--- src/rtl/alu_share_ctrl.sv ---
// Round-robin sharer of one alu_8bit between two valid/ready requesters; result returned on a tagged response channel.
// Accept-to-rsp_valid is ALU_LAT+1 cycles; a stalled response (rsp_ready low) holds the block and blocks new grants.
module alu_share_ctrl #(
    parameter int W       = 8,
    parameter int ALU_LAT = 1
) (
    input  logic         clk,
    input  logic         rst,
    input  logic         req0_valid,
    output logic         req0_ready,
    input  logic [W-1:0] req0_a,
    input  logic [W-1:0] req0_b,
    input  logic [2:0]   req0_sel,
    input  logic         req1_valid,
    output logic         req1_ready,
    input  logic [W-1:0] req1_a,
    input  logic [W-1:0] req1_b,
    input  logic [2:0]   req1_sel,
    output logic [W-1:0] alu_a,
    output logic [W-1:0] alu_b,
    output logic [2:0]   alu_sel,
    input  logic [W-1:0] alu_result,
    input  logic         alu_cout,
    output logic         rsp_valid,
    input  logic         rsp_ready,
    output logic [W-1:0] rsp_result,
    output logic         rsp_cout,
    output logic         rsp_id,
    output logic         busy,
    output logic [15:0]  op_count
);

    typedef enum logic [1:0] {
        IDLE = 2'd0,
        EXEC = 2'd1,
        RESP = 2'd2
    } state_t;

    typedef struct packed {
        logic [W-1:0] a;
        logic [W-1:0] b;
        logic [2:0]   sel;
    } op_t;

    localparam logic [3:0] LAT_INIT = 4'(ALU_LAT - 1);

    state_t     state;
    state_t     next_state;
    logic       last_grant;
    logic [3:0] lat_cnt;
    op_t        op_q;
    op_t        op_in;
    logic       id_q;
    logic       grant0;
    logic       grant1;
    logic       take;
    logic       take_id;

    // On a tie the requester that did not win last time is granted.
    always_comb begin
        grant0 = 1'b0;
        grant1 = 1'b0;
        if (req0_valid && req1_valid) begin
            grant0 = last_grant;
            grant1 = ~last_grant;
        end else begin
            grant0 = req0_valid;
            grant1 = req1_valid;
        end
    end

    assign req0_ready = (state == IDLE) & grant0;
    assign req1_ready = (state == IDLE) & grant1;
    assign take       = req0_ready | req1_ready;
    assign take_id    = req1_ready;

    always_comb begin
        op_in = '{a: req0_a, b: req0_b, sel: req0_sel};
        if (take_id) begin
            op_in = '{a: req1_a, b: req1_b, sel: req1_sel};
        end
    end

    always_ff @(posedge clk) begin
        if (rst) begin
            state <= IDLE;
        end else begin
            state <= next_state;
        end
    end

    always_comb begin
        next_state = state;
        rsp_valid  = 1'b0;
        busy       = 1'b1;
        case (state)
            IDLE: begin
                busy = 1'b0;
                if (take) begin
                    next_state = EXEC;
                end
            end
            EXEC: begin
                if (lat_cnt == 4'd0) begin
                    next_state = RESP;
                end
            end
            RESP: begin
                rsp_valid = 1'b1;
                if (rsp_ready) begin
                    next_state = IDLE;
                end
            end
            default: begin
                next_state = IDLE;
            end
        endcase
    end

    // Operands stay registered after the response so the ALU inputs only move on a new accept.
    always_ff @(posedge clk) begin
        if (rst) begin
            op_q       <= '0;
            id_q       <= 1'b0;
            last_grant <= 1'b1;
            lat_cnt    <= 4'd0;
            rsp_result <= '0;
            rsp_cout   <= 1'b0;
            rsp_id     <= 1'b0;
            op_count   <= 16'd0;
        end else begin
            if (take) begin
                op_q       <= op_in;
                id_q       <= take_id;
                last_grant <= take_id;
                lat_cnt    <= LAT_INIT;
            end
            if (state == EXEC) begin
                if (lat_cnt != 4'd0) begin
                    lat_cnt <= lat_cnt - 4'd1;
                end else begin
                    rsp_result <= alu_result;
                    rsp_cout   <= alu_cout;
                    rsp_id     <= id_q;
                end
            end
            if (rsp_valid && rsp_ready) begin
                op_count <= op_count + 16'd1;
            end
        end
    end

    assign alu_a   = op_q.a;
    assign alu_b   = op_q.b;
    assign alu_sel = op_q.sel;

endmodule

--- config.mk ---
export PLATFORM = sky130hd
export DESIGN_NAME = alu_share_ctrl
export DESIGN_NICKNAME = d
export VERILOG_FILES = /design/src/rtl/alu_share_ctrl.sv
export SDC_FILE = /design/constraint.sdc
export NUM_CORES = 1
export LEC_CHECK = 0
export ABC_AREA = 1
export BUFFER_PORTS_ARGS = -buffer_cell sky130_fd_sc_hd__buf_2
export CORE_ASPECT_RATIO = 0.5
export CORE_MARGIN = 3
export CORE_UTILIZATION = 35
export CTS_CLUSTER_DIAMETER = 40
export DETAILED_ROUTE_END_ITERATION = 16
export GPL_ROUTABILITY_DRIVEN = 0
export REMOVE_ABC_BUFFERS = 1
export SYNTH_ARGS = -nofsm -noshare
export SYNTH_HDL_FRONTEND = slang
export SYNTH_SLANG_ARGS = --single-unit
--- constraint.sdc ---
create_clock -name clk -period 1.4 [get_ports clk]
set_input_delay 0.28 -clock clk [delete_from_list [all_inputs] [get_ports clk]]
set_output_delay 0.28 -clock clk [all_outputs]
set_load 0.02 [all_outputs]
==> metrics.yaml, run 1 <==
worst_setup_path:
  regToRegStartpoint: "state[1]"
  cp-start-kind: "register"
  cp-end-kind: "primary output"
  crit_path_top_delay_cell: "dfxtp_2"
  reg2reg_slack_ps: 90
  critPathMaxStageDelay_ps: 340
  required_ps: 1120
  cp_max_fo: 4
  worstSetupPathType: "reg2out"
  crit_chain: "nor2_4, nand3_4, inv_4, buf_4"
  arrival_ps: 1120
  path_buf_inv: 2
  r2r-end: "op_count[7]"
  reg2reg_depth: 7
  path_delay_family: "flip-flops"
sta:
  min_period_over_period: 0.996
  setup_viol: 0
  tightestPinTransition_ps: 242
  fin_crit_ps: 1400
  skew_ps: 5.17
  fmax_ghz: 0.717
  slew_headroom: 0.837
  grt_setup_unrepaired: "yes"
  hold_violations: 0
  slew_viol_final: 0
floorplan:
  dieArea_um2: 8020
  fp.dieW_um: 124
  die_y_um: 64.9
  ioPinCount: 101
  core_um2: 6380
  initial_utilization: 0.380
  rows: 20
route:
  drc: 0
  num_vias: 2413
  first_pass_iters: 4
  drt-vias-per-instance: 4.41
  drtIter0Drc: 110
  wl_per_cell_um: 11.0
  routed_wl_mm: 6.03
  ant_nets: 0
finish:
  num-nets-final: 513
  antenna_cells: 0
  post-route-util: 0.522
  mostFrequentLayoutCells: "nand2_1, buf_2, dfxtp_1"
  drive_gt1_frac: 0.327
  finalNonFillerCells: 547
  final_common_cell: "nand2_1"
  area_growth_pct: 37.3
clocking:
  root_buffer: "clkbuf_16"
  cts_buffers: 5
  cts_tree: "built"
  h-tree-depth: 2
  ctsHoldBuffers: 0
  cts.path.max_buffers: 2
  cts.sinks: 53
  clock_latency_ps: 280
  clk_pin_slew_ps: 70
placed_design:
  place_inst: 534
  place_hpwl_mm: 4.48
  portBuffers: 100
logic_synthesis:
  synth_area_leaders: "dfxtp_1, nand2_1, inv_1"
  synthCells: 347
  synth-compound-area-share: 0.0893
  synth_top_area_share: 0.438
  synth_simple_gate_area_frac: 0.344
  synth_largest_area_cell: "dfxtp_1"
  ys_seq_area_frac: 0.438
  synth_mux_area_frac: 0
  synth_top_family_by_area: "simple AND/OR/NAND/NOR gates"
  yosysWarnings: 0
  avgSynthCellArea_um2: 6.99
  synth.distinct_cells: 27
  synthAdderAreaFrac: 0.0103
  synthXorXnorAreaFrac: 0.0108
  syn-cell-area_um2: 2420
  synth_seq_cells: 53
power:
  power.leakage_nw: 1.82
  p_int_mw: 2.61
  power_frac_seq: 0.460
  peakVddDrop_mv: 0.628
  sw_frac_of_total: 0.278
  pwr-share-comb: 0.210
  p_clk_frac: 0.330
  p_per_area_nw_per_um2: 1090
  netSwitchingPower_mw: 1.00
grt:
  grt_antenna_before_repair: 0
  grt_pass1_wl_mm: 9.45
  grt.total_usage: 0.145
  grt_start_max_net_pins: 32
  grt_overflow: 0
  grt_pass1_vias: 2046
run:
  drv_cap: 0
status:
  status: "finished clean"
hold_path:
  whs_path_depth: 3
  min_to: "rsp_result[1]"
  hp-start: "alu_result[1]"
  min-delay-path-class: "in2reg"
[registers in the layout, summed over array words and instances, names as in the netlist]
| name | flops |
|---|---|
| alu_a | 8 |
| alu_b | 8 |
| alu_sel | 3 |
| id_q | 1 |
| last_grant | 1 |
| lat_cnt | 4 |
| op_count | 16 |
| rsp_cout | 1 |
| rsp_id | 1 |
| rsp_result | 8 |
| state | 2 |
[power groups by stage]
stage                     Combinational (mW)  Sequential, mW  Clock, mW
after detailed placement               0.732            1.70          0
after global routing                   0.850            1.68       1.30
final                                  0.760            1.67       1.19
after CTS                              0.746            1.67       1.25
after floorplan                        0.295            1.81          0
after global placement                 0.729            1.69          0
[final cells by class]
cell class,instances,area (um2)
inverters,52,198
multi-input cells,230,1140
clock buffers,7,143
flip-flops and latches,53,1070
fillers,669,3050
well taps,88,110
repair buffers,117,668
[metal layers]
layer	part of all wire	up-vias	global-route usage
li1	-	1305	-
met1	0.49	1051	0.201
met2	0.45	55	0.236
met3	0.057	2	0.0331
met4	0.0035	0	0.0207
met5	0	-	0
[repair_timing]
item / 4_1_cts / 5_1_grt
pin swaps: 0 / 7
buffers inserted: 1 / 5
gates resized for setup: 7 / 15
setup endpoints to repair: 3 / 22
[cell usage after synthesis]
library cell / instances
a211oi_1: 2
a21oi_1: 16
a22oi_1: 2
buf_2: 2
buf_4: 5
clkbuf_1: 5
dfxtp_1: 53
ha_1: 2
inv_1: 47
inv_2: 5
nand2_1: 102
nand3_1: 31
nand3_2: 1
nand3_4: 2
nand4_1: 4
nor2_1: 35
nor2_2: 3
nor2_8: 2
nor3_1: 2
nor3b_1: 1
nor3b_2: 1
o211ai_1: 1
o21ai_0: 16
o21ai_1: 2
o21ai_2: 1
or2_0: 1
xor2_1: 3
[worst register-to-register path, stage by stage, from the launching register on]
cell     delay, ps
dfxtp_4        360
buf_6          110
nand3_4        130
nor2_8         180
nand3_4        110
buf_4          160
o21ai_1        110
a21oi_1         50
[kinds of logic after synthesis]
family | after synthesis
XOR/XNOR | 3
flip-flops | 53
AO/OA/AOI/OAI | 40
buffers and inverters | 64
adder cells (fa/ha/maj) | 2
AND/OR/NAND/NOR | 185
[how the worst max path moves through the flow]
stage,start,to,slack (ps),depth (start not counted)
2_1_floorplan,state[1],alu_sel[1],-30,7
3_3_place_gp,state[1],op_count[13],90,8
3_5_place_dp,state[1],op_count[13],90,8
4_1_cts,state[1],req1_ready,-20,4
5_1_grt,state[0],req0_ready,-70,4
6_report,state[0],req1_ready,5,4
[metrics by stage]
stage               hold slack (ps)  setup WS, ps  cell area (um2)  power (mW)  TNS, ps
finish                          219          4.99             3330        3.62        0
global route                    236         -71.9             3330        3.83     -304
CTS                             220         -24.0             3240        3.66    -31.3
detailed placement              461          85.1             3080        2.43        0
global placement                455          91.7             3080        2.42        0
floorplan                       349         -29.5             2360        2.11    -59.0
Note: power is estimated with default switching activity, not from simulation.
==> run 2: changes to the inputs <==
--- a/config.mk
+++ b/config.mk
@@ -5,7 +5,6 @@
 export SDC_FILE = /design/constraint.sdc
 export NUM_CORES = 1
 export LEC_CHECK = 0
-export ABC_AREA = 1
 export BUFFER_PORTS_ARGS = -buffer_cell sky130_fd_sc_hd__buf_2
 export CORE_ASPECT_RATIO = 0.5
 export CORE_MARGIN = 3
==> run 2 against run 1 <==
The flow now finishes with violations (negative setup slack). Global-route usage rose by 1.8 points. Count of clock-buffer cells in the layout did not move. Synthesized cell count fell by 29%. Area after synthesis fell by 11%. Via count fell by 0.54%. Critical path type unchanged. Largest cell class unchanged.
==> metrics.yaml, run 2 <==
grt:
  grt.total_usage: 0.163
  grt_overflow: 0
  grt_start_max_net_pins: 23
  grt_pass1_wl_mm: 9.43
  grt_antenna_before_repair: 0
  grt_pass1_vias: 2100
worst_setup_path:
  crit_chain: "or3b_4, a21oi_4, buf_6"
  crit_path_top_delay_cell: "or3b_4"
  regToRegStartpoint: "state[0]"
  critPathMaxStageDelay_ps: 420
  path_buf_inv: 1
  path_delay_family: "simple AND/OR/NAND/NOR gates"
  worst-path-stages: 3
  required_ps: 1120
  crit_path_end: "req0_ready"
  cp_max_fo: 7
  arrival_ps: 1360
  r2r-end: "op_count[13]"
  cp-start-kind: "register"
  crit_path_start: "state[1]"
  worstSetupPathType: "reg2out"
  reg2reg_depth: 6
  cp-end-kind: "primary output"
  reg2reg_slack_ps: -200
sta:
  skew_ps: 4.70
  grt_setup_unrepaired: "yes"
  slew_viol_final: 0
  fin_ws_ps: -237
  setup_viol: 34
  setup_tns_ps: -3010
  fmax_ghz: 0.611
  tightestPinTransition_ps: 396
  hold_violations: 0
  min_period_over_period: 1.17
  slew_headroom: 0.736
  fin_crit_ps: 1640
clocking:
  clock_latency_ps: 280
  cts.path.max_buffers: 2
  cts.sinks: 53
  clk_pin_slew_ps: 70
  root_buffer: "clkbuf_16"
  cts_buffers: 5
  h-tree-depth: 2
  cts_tree: "built"
  ctsHoldBuffers: 0
floorplan:
  initial_utilization: 0.377
  die_y_um: 61.5
  ioPinCount: 101
  rows: 19
  core_um2: 5710
  dieArea_um2: 7190
  fp.dieW_um: 117
finish:
  regMostFlops: "op_count"
  mostFrequentLayoutCells: "buf_2, dfxtp_1, buf_4"
  drive_gt1_frac: 0.534
  final_common_cell: "buf_2"
  antenna_cells: 0
  area_growth_pct: 65.0
  num-nets-final: 440
  fillCellCount: 481
  largest_register_ffs: 16
  post-route-util: 0.623
route:
  first_pass_iters: 6
  drc: 0
  wl_per_cell_um: 14.3
  drtIter0Drc: 213
  drt-vias-per-instance: 5.23
  num_vias: 2400
  ant_nets: 0
  routed_wl_mm: 6.56
placed_design:
  portBuffers: 100
  place_hpwl_mm: 4.35
logic_synthesis:
  synth_flop_cell: "dfxtp_1"
  yosys-top-cells-count: "dfxtp_1, nor2_1, a21oi_1"
  synth_largest_area_cell: "dfxtp_1"
  syn-cell-area_um2: 2150
  synth_edf_count: 0
  ys_seq_area_frac: 0.493
  synth_seq_cells: 53
  async_reset_ff_frac: 0
  synthCells: 245
  synth.most_common_cell: "dfxtp_1"
  synth.distinct_cells: 36
  yosysWarnings: 0
  synth_top_area_share: 0.493
  avgSynthCellArea_um2: 8.79
  synth_area_leaders: "dfxtp_1, a222oi_1, nor2_1"
run:
  drv_cap: 0
power:
  p_total_mw: 3.63
  power.leakage_nw: 1.66
  p_per_area_nw_per_um2: 1020
  peakVddDrop_mv: 0.764
status:
  status: "finished, violations left"
  violations: "negative setup slack"
hold_path:
  min-delay-path-class: "in2reg"
[run 2: how the worst min path moves through the flow]
stage | end | depth (start not counted) | slack, ps | start
2_1_floorplan | lat_cnt[0] | 1 | 350 | rst
3_3_place_gp | rsp_cout | 2 | 440 | rsp_cout
3_5_place_dp | rsp_result[1] | 2 | 450 | rsp_result[1]
4_1_cts | rsp_result[7] | 3 | 250 | alu_result[7]
5_1_grt | rsp_result[1] | 3 | 260 | alu_result[1]
6_report | rsp_cout | 3 | 250 | alu_cout
[run 2: final cells by class]
class,instances,area [um2],area share
repair buffers,152,1040,0.292
flip-flops and latches,53,1080,0.303
well taps,73,91.3,0.0257
multi-input cells,168,1180,0.333
clock buffers,7,143,0.0402
inverters,6,22.5,0.00634
[run 2: cells by family after synthesis]
group,count (synthesis),share of synthesized area
AOI/OAI and AO/OA,52,0.171
DFF,53,0.493
and+or+nand+nor,104,0.238
adders and majority gates,2,0.0116
buffers and inverters,24,0.0453
xor gates and xnor gates,10,0.0407
[run 2: per-stage QoR]
stage / hold WS [ps] / area [um2] / std cells / setup slack, ps
after floorplan: 349 / 2080 / 227 / -857
after global placement: 439 / 3010 / 438 / -140
after detailed placement: 449 / 3010 / 438 / -185
after CTS: 249 / 3350 / 452 / -197
after global routing: 261 / 3550 / 459 / -268
final: 249 / 3550 / 459 / -237
[run 2: layer usage]
layer / global-route usage / wire length [um] / vias to the layer above
met3: 0.0363 / 404 / 8
li1: - / - / 1169
met1: 0.202 / 2850 / 1125
met4: 0.0294 / 92 / 0
met5: 0 / 0 / -
met2: 0.300 / 3220 / 98
[run 2: worst min-delay path, stage by stage]
cell     delay (ps)
buf_2           100
nand3_1          50
a21oi_1          50
[run 2: report_power, final]
group | total (mW) | internal (mW) | leakage (nW) | switching [mW]
combinational | 0.781 | 0.370 | 1.16 | 0.410
sequential | 1.65 | 1.60 | 0.437 | 0.0532
clock | 1.20 | 0.703 | 0.0700 | 0.494
[run 2: what timing repair did]
item	CTS	global route
gates cloned	1	0
resized for setup	30	49
pin swaps	35	26
setup endpoints to repair	42	49
buffers inserted	7	15
==> run 3: changes to the inputs <==
--- a/config.mk
+++ b/config.mk
@@ -5,12 +5,12 @@
 export SDC_FILE = /design/constraint.sdc
 export NUM_CORES = 1
 export LEC_CHECK = 0
-export BUFFER_PORTS_ARGS = -buffer_cell sky130_fd_sc_hd__buf_2
 export CORE_ASPECT_RATIO = 0.5
-export CORE_MARGIN = 3
+export CORE_MARGIN = 8
 export CORE_UTILIZATION = 35
 export CTS_CLUSTER_DIAMETER = 40
 export DETAILED_ROUTE_END_ITERATION = 16
+export DONT_BUFFER_PORTS = 1
 export GPL_ROUTABILITY_DRIVEN = 0
 export REMOVE_ABC_BUFFERS = 1
 export SYNTH_ARGS = -nofsm -noshare
==> run 3 against run 2 <==
Fmax shrank 0.11%. Worst hold slack lost 200 ps. The flow still finishes with violations (negative setup slack). Total power shrank 3.3%. Sequential share of layout area grew 5.0 points. Highest routed layer unchanged. Largest power group unchanged. First-iteration DRC count shrank 39%. Cell area shrank 15%. Clock power is essentially flat. Wire length shrank 2.2%.
==> metrics.yaml, run 3 (synthesis results as in run 2) <==
status:
  status: "finished, violations left"
  violations: "negative setup slack"
grt:
  grt.total_usage: 0.131
  grt_pass1_wl_mm: 9.78
  grt_pass1_vias: 1963
  grt_overflow: 0
  grt_start_max_net_pins: 54
  grt_antenna_before_repair: 0
sta:
  min_period_over_period: 1.17
  tightestPinTransition_ps: 298
  slew_viol_final: 0
  setup_viol: 24
  skew_ps: 4.62
  fin_crit_ps: 1640
  grt_setup_unrepaired: "yes"
  hold_violations: 0
  fin_hold_ws_ps: 49.3
  fmax_ghz: 0.610
  fin_ws_ps: -239
  slew_headroom: 0.801
finish:
  seqCellArea_um2: 1070
  regMostFlops: "op_count"
  drive_gt1_frac: 0.340
  num-nets-final: 342
  final_common_cell: "dfxtp_1"
  area_growth_pct: 40.4
  post-route-util: 0.504
  fillCellCount: 557
  mostFrequentLayoutCells: "dfxtp_1, buf_4, nor2_1"
  antenna_cells: 0
  finalNonFillerCells: 365
  multi_input_area_um2: 1160
  largest_register_ffs: 16
power:
  peakVddDrop_mv: 0.894
  p_total_mw: 3.51
  power.leakage_nw: 1.19
  p_per_area_nw_per_um2: 1160
hold_path:
  whs_path_depth: 1
  min_to: "lat_cnt[1]"
  min-delay-path-class: "in2reg"
  hp-start: "rst"
worst_setup_path:
  cp-end-kind: "primary output"
  r2r-end: "alu_b[2]"
  reg2reg_slack_ps: -180
  crit_chain: "or3b_4, a21oi_4, buf_12"
  cp_max_fo: 6
  reg2reg_depth: 8
  cp-start-kind: "register"
  arrival_ps: 1360
  critPathMaxStageDelay_ps: 410
  worstSetupPathType: "reg2out"
  regToRegStartpoint: "state[0]"
  required_ps: 1120
  crit_path_start: "state[0]"
  crit_path_top_delay_cell: "or3b_4"
clocking:
  cts_buffers: 5
  h-tree-depth: 2
  cts_tree: "built"
  ctsHoldBuffers: 0
  cts.sinks: 53
  clock_latency_ps: 280
  cts.path.max_buffers: 2
  root_buffer: "clkbuf_16"
  clk_pin_slew_ps: 70
floorplan:
  core_um2: 6010
  die_y_um: 71.5
  initial_utilization: 0.359
  dieArea_um2: 9070
  rows: 20
  ioPinCount: 101
  fp.dieW_um: 127
route:
  wl_per_cell_um: 17.6
  drc: 0
  drtIter0Drc: 130
  ant_nets: 0
  drt-vias-per-instance: 5.56
  routed_wl_mm: 6.42
  num_vias: 2029
  first_pass_iters: 7
placed_design:
  dp_slack_ps: -146
  portBuffers: 0
  place_hpwl_mm: 4.30
  place_inst: 342
run:
  drv_cap: 0
==> run 3: stage by stage <==
| stage | setup TNS (ps) | area, um2 |
|---|---|---|
| after floorplan | -27400 | 2080 |
| after global placement | -1330 | 2510 |
| after detailed placement | -3200 | 2510 |
| after CTS | -3220 | 2900 |
| after global routing | -4100 | 3020 |
| final | -1990 | 3020 |
==> run 3: where the power goes <==
group / leakage, nW / total, mW / internal, mW / switching [mW]
clock network: 0.0690 / 1.23 / 0.702 / 0.526
logic: 0.684 / 0.524 / 0.280 / 0.244
registers: 0.434 / 1.76 / 1.60 / 0.158
total: 1.19 / 3.51 / 2.58 / 0.928
==> run 3: per-layer routing <==
metal,track usage,share of wire,vias to the layer above
met5,0,0,-
met4,0.0235,0.0078,0
met3,0.0385,0.059,7
met2,0.239,0.53,61
met1,0.151,0.41,994
li1,-,-,967
==> run 3: layout make-up <==
| class | instances | share of cell area |
|---|---|---|
| tap | 77 | 0.0319 |
| inverter | 6 | 0.00745 |
| multi-input combinational | 168 | 0.384 |
| timing repair buffer | 54 | 0.175 |
| clock buffer | 6 | 0.0459 |
| sequential | 53 | 0.353 |
| clock inverter | 1 | 0.00248 |
==> run 3: what timing repair did <==
action | 4_1_cts | 5_1_grt
pin swaps | 16 | 8
gates resized for setup | 28 | 33
buffers inserted | 10 | 5
cloned | 2 | 1
setup endpoints to repair | 44 | 47
==> run 3: worst max-delay path by stage <==
stage                     slack (ps)            to
after floorplan                 -860      alu_a[0]
after global placement           -90  op_count[15]
after detailed placement        -150  op_count[15]
after CTS                       -240    req0_ready
after global routing            -280    req0_ready
final                           -240    req0_ready
==> run 3: critical path: cells and delay by family (launching register included) <==
family	cells	cell delay, ps
flip-flops	1	330
buffers and inverters	1	160
AO/OA/AOI/OAI	1	170
AND/OR/NAND/NOR	1	410
